==> config.mk <==
export PLATFORM = sky130hd
export DESIGN_NAME = fifo_burst_reader
export DESIGN_NICKNAME = d
export VERILOG_FILES = /design/src/rtl/fifo_burst_reader_pkg.sv /design/src/rtl/fifo_burst_reader_buf.sv /design/src/rtl/fifo_burst_reader.sv
export SDC_FILE = /design/constraint.sdc
export NUM_CORES = 1
export LEC_CHECK = 0
export ABC_CLOCK_PERIOD_IN_PS = 2800
export CAP_MARGIN = 10
export CORE_MARGIN = 4
export CORE_UTILIZATION = 46
export DETAILED_ROUTE_END_ITERATION = 8
export HOLD_SLACK_MARGIN = 0.05
export PLACE_DENSITY_LB_ADDON = 0.1
export SLEW_MARGIN = 25
export SYNTH_ARGS = -nofsm -noshare
export SYNTH_HDL_FRONTEND = slang
export SYNTH_HIERARCHICAL = 1
export SYNTH_SLANG_ARGS = --single-unit
==> constraint.sdc <==
create_clock -name i_clk -period 2.8 [get_ports i_clk]
set_input_delay 0.28 -clock i_clk [delete_from_list [all_inputs] [get_ports i_clk]]
set_output_delay 0.28 -clock i_clk [all_outputs]
set_load 0.02 [all_outputs]
==> src/rtl/fifo_burst_reader_pkg.sv <==
// Shared types and default sizing for the FIFO burst reader.
package fifo_burst_reader_pkg;

    localparam int unsigned DEF_DATA_W    = 8;
    localparam int unsigned DEF_LEN_W     = 5;
    localparam int unsigned DEF_BUF_DEPTH = 2;

    typedef enum logic [1:0] {
        StIdle,
        StRun,
        StFlush,
        StDone
    } state_e;

endpackage

==> src/rtl/fifo_burst_reader_buf.sv <==
// Small circular output buffer: push from the FIFO read path, pop on stream handshake.
// The caller guarantees a push never lands on a full buffer after the same-cycle pop.
module fifo_burst_reader_buf
    import fifo_burst_reader_pkg::*;
#(
    parameter int unsigned DATA_W = DEF_DATA_W,
    parameter int unsigned DEPTH  = DEF_BUF_DEPTH,
    localparam int unsigned PTR_W = (DEPTH > 1) ? $clog2(DEPTH) : 1,
    localparam int unsigned CNT_W = $clog2(DEPTH + 1)
) (
    input  logic              i_clk,
    input  logic              i_rst_n,
    input  logic              i_push,
    input  logic [DATA_W-1:0] i_push_data,
    input  logic              i_pop,
    output logic              o_valid,
    output logic [DATA_W-1:0] o_data,
    output logic [CNT_W-1:0]  o_count
);

    logic [DATA_W-1:0] r_mem [DEPTH];
    logic [PTR_W-1:0]  r_wr_ptr;
    logic [PTR_W-1:0]  r_rd_ptr;
    logic [CNT_W-1:0]  r_count;
    logic [CNT_W-1:0]  w_count_next;
    logic              w_do_pop;

    assign w_do_pop = i_pop && o_valid;
    assign o_valid  = (r_count != '0);
    // Drive zero when empty so the output is clean out of reset.
    assign o_data   = o_valid ? r_mem[r_rd_ptr] : '0;
    assign o_count  = r_count;

    // Occupancy next-state; simultaneous push and pop leaves it unchanged.
    always_comb begin
        w_count_next = r_count;
        unique case ({i_push, w_do_pop})
            2'b10:   w_count_next = r_count + CNT_W'(1);
            2'b01:   w_count_next = r_count - CNT_W'(1);
            default: w_count_next = r_count;
        endcase
    end

    // Pointer and count registers, pointers wrap modulo DEPTH.
    always_ff @(posedge i_clk or negedge i_rst_n) begin
        if (!i_rst_n) begin
            r_wr_ptr <= '0;
            r_rd_ptr <= '0;
            r_count  <= '0;
        end else begin
            if (i_push) begin
                r_wr_ptr <= (r_wr_ptr == PTR_W'(DEPTH - 1)) ? '0 : r_wr_ptr + PTR_W'(1);
            end
            if (w_do_pop) begin
                r_rd_ptr <= (r_rd_ptr == PTR_W'(DEPTH - 1)) ? '0 : r_rd_ptr + PTR_W'(1);
            end
            r_count <= w_count_next;
        end
    end

    // Storage array; contents are meaningless whenever the count says empty.
    always_ff @(posedge i_clk) begin
        if (i_push) begin
            r_mem[r_wr_ptr] <= i_push_data;
        end
    end

endmodule

==> src/rtl/fifo_burst_reader.sv <==
// Burst read controller: pops a requested number of words from a synchronous FIFO and
// streams them out on valid/ready without losing data under backpressure.
// Optional statistics counters are enabled with `define FIFO_BURST_READER_STATS_EN.
module fifo_burst_reader
    import fifo_burst_reader_pkg::*;
#(
    parameter int unsigned DATA_W    = DEF_DATA_W,
    parameter int unsigned LEN_W     = DEF_LEN_W,
    parameter int unsigned BUF_DEPTH = DEF_BUF_DEPTH
) (
    input  logic              i_clk,
    input  logic              i_rst_n,
    input  logic              i_start,
    input  logic [LEN_W-1:0]  i_len,
    output logic              o_busy,
    output logic              o_done,
    input  logic              i_fifo_empty,
    input  logic              i_fifo_wr,
    output logic              o_fifo_rd,
    input  logic [DATA_W-1:0] i_fifo_dout,
    output logic              o_m_valid,
    output logic [DATA_W-1:0] o_m_data,
    input  logic              i_m_ready
`ifdef FIFO_BURST_READER_STATS_EN
    ,
    output logic [15:0]       o_word_cnt,
    output logic [15:0]       o_stall_cnt
`endif
);

    localparam int unsigned CNT_W = $clog2(BUF_DEPTH + 1);
    localparam int unsigned OCC_W = CNT_W + 1;

    state_e           r_state;
    state_e           w_state_next;
    logic [LEN_W-1:0] r_remaining;
    logic [LEN_W-1:0] w_remaining_next;
    logic             r_inflight;
    logic [CNT_W-1:0] w_buf_count;
    logic             w_pop;
    logic [OCC_W-1:0] w_occupancy;
    logic             w_room;

    assign w_pop = o_m_valid && i_m_ready;

    // Slots committed after this cycle: buffered + word arriving from the FIFO - word leaving.
    assign w_occupancy = OCC_W'(w_buf_count) + OCC_W'(r_inflight) - OCC_W'(w_pop);
    assign w_room      = (w_occupancy < OCC_W'(BUF_DEPTH));

    // FIFO ignores rd while wr is high, so never issue one then.
    assign o_fifo_rd = (r_state == StRun) && (r_remaining != '0) && !i_fifo_empty &&
                       !i_fifo_wr && w_room;

    assign o_busy = (r_state == StRun) || (r_state == StFlush);
    assign o_done = (r_state == StDone);

    // Next-state and burst length bookkeeping.
    always_comb begin
        w_state_next     = r_state;
        w_remaining_next = r_remaining;
        unique case (r_state)
            StIdle: begin
                if (i_start) begin
                    if (i_len != '0) begin
                        w_state_next     = StRun;
                        w_remaining_next = i_len;
                    end else begin
                        w_state_next = StDone;
                    end
                end
            end
            StRun: begin
                if (o_fifo_rd) begin
                    w_remaining_next = r_remaining - LEN_W'(1);
                    if (r_remaining == LEN_W'(1)) begin
                        w_state_next = StFlush;
                    end
                end
            end
            StFlush: begin
                if (!r_inflight && (w_buf_count == '0)) begin
                    w_state_next = StDone;
                end
            end
            StDone: begin
                w_state_next = StIdle;
            end
            default: begin
                w_state_next = StIdle;
            end
        endcase
    end

    // State, remaining count and read-in-flight flag.
    always_ff @(posedge i_clk or negedge i_rst_n) begin
        if (!i_rst_n) begin
            r_state     <= StIdle;
            r_remaining <= '0;
            r_inflight  <= 1'b0;
        end else begin
            r_state     <= w_state_next;
            r_remaining <= w_remaining_next;
            r_inflight  <= o_fifo_rd;
        end
    end

    fifo_burst_reader_buf #(
        .DATA_W (DATA_W),
        .DEPTH  (BUF_DEPTH)
    ) u_buf (
        .i_clk       (i_clk),
        .i_rst_n     (i_rst_n),
        .i_push      (r_inflight),
        .i_push_data (i_fifo_dout),
        .i_pop       (w_pop),
        .o_valid     (o_m_valid),
        .o_data      (o_m_data),
        .o_count     (w_buf_count)
    );

`ifdef FIFO_BURST_READER_STATS_EN
    logic [15:0] r_word_cnt;
    logic [15:0] r_stall_cnt;

    // Saturating handshake and empty-stall counters.
    always_ff @(posedge i_clk or negedge i_rst_n) begin
        if (!i_rst_n) begin
            r_word_cnt  <= '0;
            r_stall_cnt <= '0;
        end else begin
            if (w_pop && (r_word_cnt != 16'hFFFF)) begin
                r_word_cnt <= r_word_cnt + 16'd1;
            end
            if ((r_state == StRun) && i_fifo_empty && (r_stall_cnt != 16'hFFFF)) begin
                r_stall_cnt <= r_stall_cnt + 16'd1;
            end
        end
    end

    assign o_word_cnt  = r_word_cnt;
    assign o_stall_cnt = r_stall_cnt;
`endif

endmodule

==> metrics.md <==
| Metric | Value |
|---|---|
| FP Rows | `20` |
| Synth Instances | `125` |
| Pin count of the biggest net entering global routing | `17` |
| Post-synth top area share | `about a third` |
| Total GRT Usage | `16.0%` |
| Fin cells | `212` |
| Final hold vios | `0` |
| Mapped Area | `between 1500 and 2000 um2` |
| Drt pass-1 iters | `4` |
| CP endpoint kind | `output pin` |
| CP required | `2.52 ns` |
| Max VDD drop | `0.463 mV` |
| Number of flops mapped to enable cells by yosys | `16` |
| Top-Level Pins | `31` |
| Crit path DAT | `2.45 ns` |
| Final min period | `approximately 2.7 ns` |
| Sink Count | `28` |
| Detail Route Antenna Nets | `0` |
| Worst-Margin Slew | `0.711 ns` |
| R2R setup slack | `around 0.17 ns` |
| TritonCTS clock tree | `yes` |
| TritonCTS Buffers | `3` |
| Post-layout util | `about two thirds` |
| N_diodes | `0` |
| CTS hold repair buffers | `0` |
| Gp weighted congestion | `0.815` |
| Unrepaired setup endpoints after global routing | `true` |
| Synth warn | `6` |
| Max-cap viol count | `0` |
| Sequential Area | `between 700 and 800 um2` |
| LEAKAGE | `between 0.8 and 0.9 nW` |
| # fillers | `268` |
| Status | `finished clean` |
| Area of the multi-input gates | `about 740 um2` |
| Top post-synthesis cells by count | `edfxtp_1, nor2_1, dfrtp_1, mux2i_1, inv_1` |
| Power per standard cell area | `between 1000 and 1500 nW/um2` |
| Crit path kind | `reg -> out` |
| Die Wd | `65.5 um` |
| Vias in the first global route | `1161` |
| Origin of the critical flop-to-flop path | `u_buf/o_count[0]` |
| PortBufs | `30` |
| CP Launch Type | `flop` |
| Via count | `about 1100` |
| Place WS | `-0.292 ns` |
| Yosys top cell by area | `edfxtp_1` |
| Worst R2R End | `r_state[1]` |
| GRT overflow | `0` |
| CP Max Fanout | `2` |
| Ys async rst share | `42.9%` |
| Die area | `4290 um2` |
| Post-Route WL | `2970 um` |
| Wirelength per Cell | `between 10 and 15 um` |
| Layout cells sized above 1 | `20.2%` |
| CORE AREA | `around 3100 um2` |
| Slew Limit Fails | `0` |
| Worst skew pair latency | `about 0.33 ns` |
| Nets | `199` |
| Layout area overhead | `35.2%` |
| Worst R2R Path Depth | `11` |
| Period utilisation layout | `97.6%` |
| Hold_ws | `0.290 ns` |
| Placed wire-length estimate | `roughly 2200 um` |
| Yosys cell types | `37` |
| Global-route wire length before repair | `5240 um` |
| DRC violations left | `0` |
| Die Ht | `around 66 um` |
| Slew headroom | `52.4%` |
| Area contributors post-synth | `edfxtp_1, dfrtp_1, ha_1, mux2i_1, nor2_1` |
| Worst-path clk slew | `0.16 ns` |
| Dpl cells | `a little over 200` |
| Commonest register cell after synthesis | `edfxtp_1` |
| Setup Skew | `0.00312 ns` |
| Most common cell in the synthesized netlist | `edfxtp_1` |
| Starting Density | `49.0%` |
| Min-delay worst type | `in -> async` |
| Syn Area/Cell | `12.2 um2` |
| Number of DRC markers in iteration 0 | `19` |
| Setup WS post-layout | `0.0686 ns` |
| Final setup violation count | `0` |
| Longest Clk Path Bufs | `2` |
| Post-Syn Nets | `155` |
| Post-DR vias/cell | `5.10` |
| Root Driver | `clkbuf_4` |
| Initial antenna violation count | `0` |
| Post-synthesis sequential area ratio | `51.3%` |
| # H-tree levels | `1` |
| Highest Clock Rate | `366 MHz` |
| FF+latch count, synth | `28` |
[timing repair]
action | CTS | global route
hold endpoints to repair | 0 | 0
resized for setup | 11 | 1
pin swaps | 3 | 2
setup buffers | 2 | 1
endpoints found under the setup margin | 1 | 1
[critical path: stages, from the launching register on]
cell	delay, ns
dfrtp_2	0.45
nor2_4	0.11
inv_2	0.04
and2_4	0.14
ha_4	0.20
nand2b_4	0.13
fa_1	0.47
and4bb_2	0.27
o311ai_4	0.11
inv_2	0.08
buf_6	0.11
[metal layers]
metal | vias up | share of wire (%) | track usage, %
li1 | 537 | - | -
met3 | 2 | 6.3 | 4.62
met2 | 28 | 49 | 27.2
met5 | - | 0 | 0
met1 | 515 | 44 | 20.0
met4 | 0 | 0.57 | 3.89
[worst max-delay path by stage]
| stage | slack, ns | to | startpoint |
|---|---|---|---|
| floorplan | 0.0008 | r_remaining[1] | u_buf/o_count[1] |
| global placement | -0.26 | o_fifo_rd | i_m_ready |
| detailed placement | -0.29 | o_fifo_rd | i_m_ready |
| CTS | 0.003 | o_fifo_rd | u_buf/o_count[1] |
| global route | -0.04 | o_fifo_rd | u_buf/o_count[0] |
| finish | 0.07 | o_fifo_rd | u_buf/o_count[0] |
[cell type report]
| type | instances | share of cell area [%] |
|---|---|---|
| clock buffer | 3 | 1.09 |
| clock inverter | 1 | 1.46 |
| inverter | 11 | 2.01 |
| multi-input combinational | 84 | 36.0 |
| sequential | 28 | 38.1 |
| tap | 44 | 2.68 |
| timing repair buffer | 41 | 18.7 |
[layout by cell type (no fill, tap or decap), types with 2 or more instances in the layout]
| cell | count |
|---|---|
| clkdlybuf4s50_1 | 29 |
| edfxtp_1 | 16 |
| nor2_1 | 15 |
| mux2i_1 | 12 |
| buf_4 | 11 |
| dfrtp_1 | 10 |
| ha_1 | 9 |
| inv_1 | 8 |
| nand2b_1 | 4 |
| a21oi_1 | 4 |
| nand2_1 | 4 |
| inv_2 | 3 |
| clkbuf_4 | 3 |
| xor2_1 | 3 |
| nor3_1 | 2 |
| o22ai_1 | 2 |
| a2bb2oi_1 | 2 |
| xnor2_1 | 2 |
| dfrtp_2 | 2 |
[per-stage QoR]
stage               setup TNS [ns]  total power, mW  area (um2)
global placement            -0.263             1.80        1960
finish                           0             2.15        2060
detailed placement          -0.378             1.82        1960
floorplan                        0             1.42        1540
global route               -0.0412             2.32        2060
CTS                              0             2.15        2050
[cells by family after synthesis]
family / count (synthesis) / share of synthesized area [%]
and+or+nand+nor: 35 / 12.5
DFF: 28 / 51.3
AOI/OAI and AO/OA: 19 / 11.1
buffers and inverters: 13 / 3.45
muxes: 13 / 8.64
adders and majority gates: 11 / 9.54
xor gates and xnor gates: 6 / 3.45
[report_power, final]
| group | internal (mW) | switching, mW |
|---|---|---|
| Sequential | 0.539 | 0.129 |
| Combinational | 0.623 | 0.593 |
| Clock | 0.145 | 0.124 |
| Total | 1.31 | 0.846 |
[registers in the layout, indices dropped and copies added (netlist names)]
signal          flops
u_buf/r_wr_ptr      1
u_buf/o_count       2
u_buf/r_rd_ptr      1
r_remaining         5
u_buf/r_mem        16
r_state             2
r_inflight          1
(Power assumes the default switching activity.)
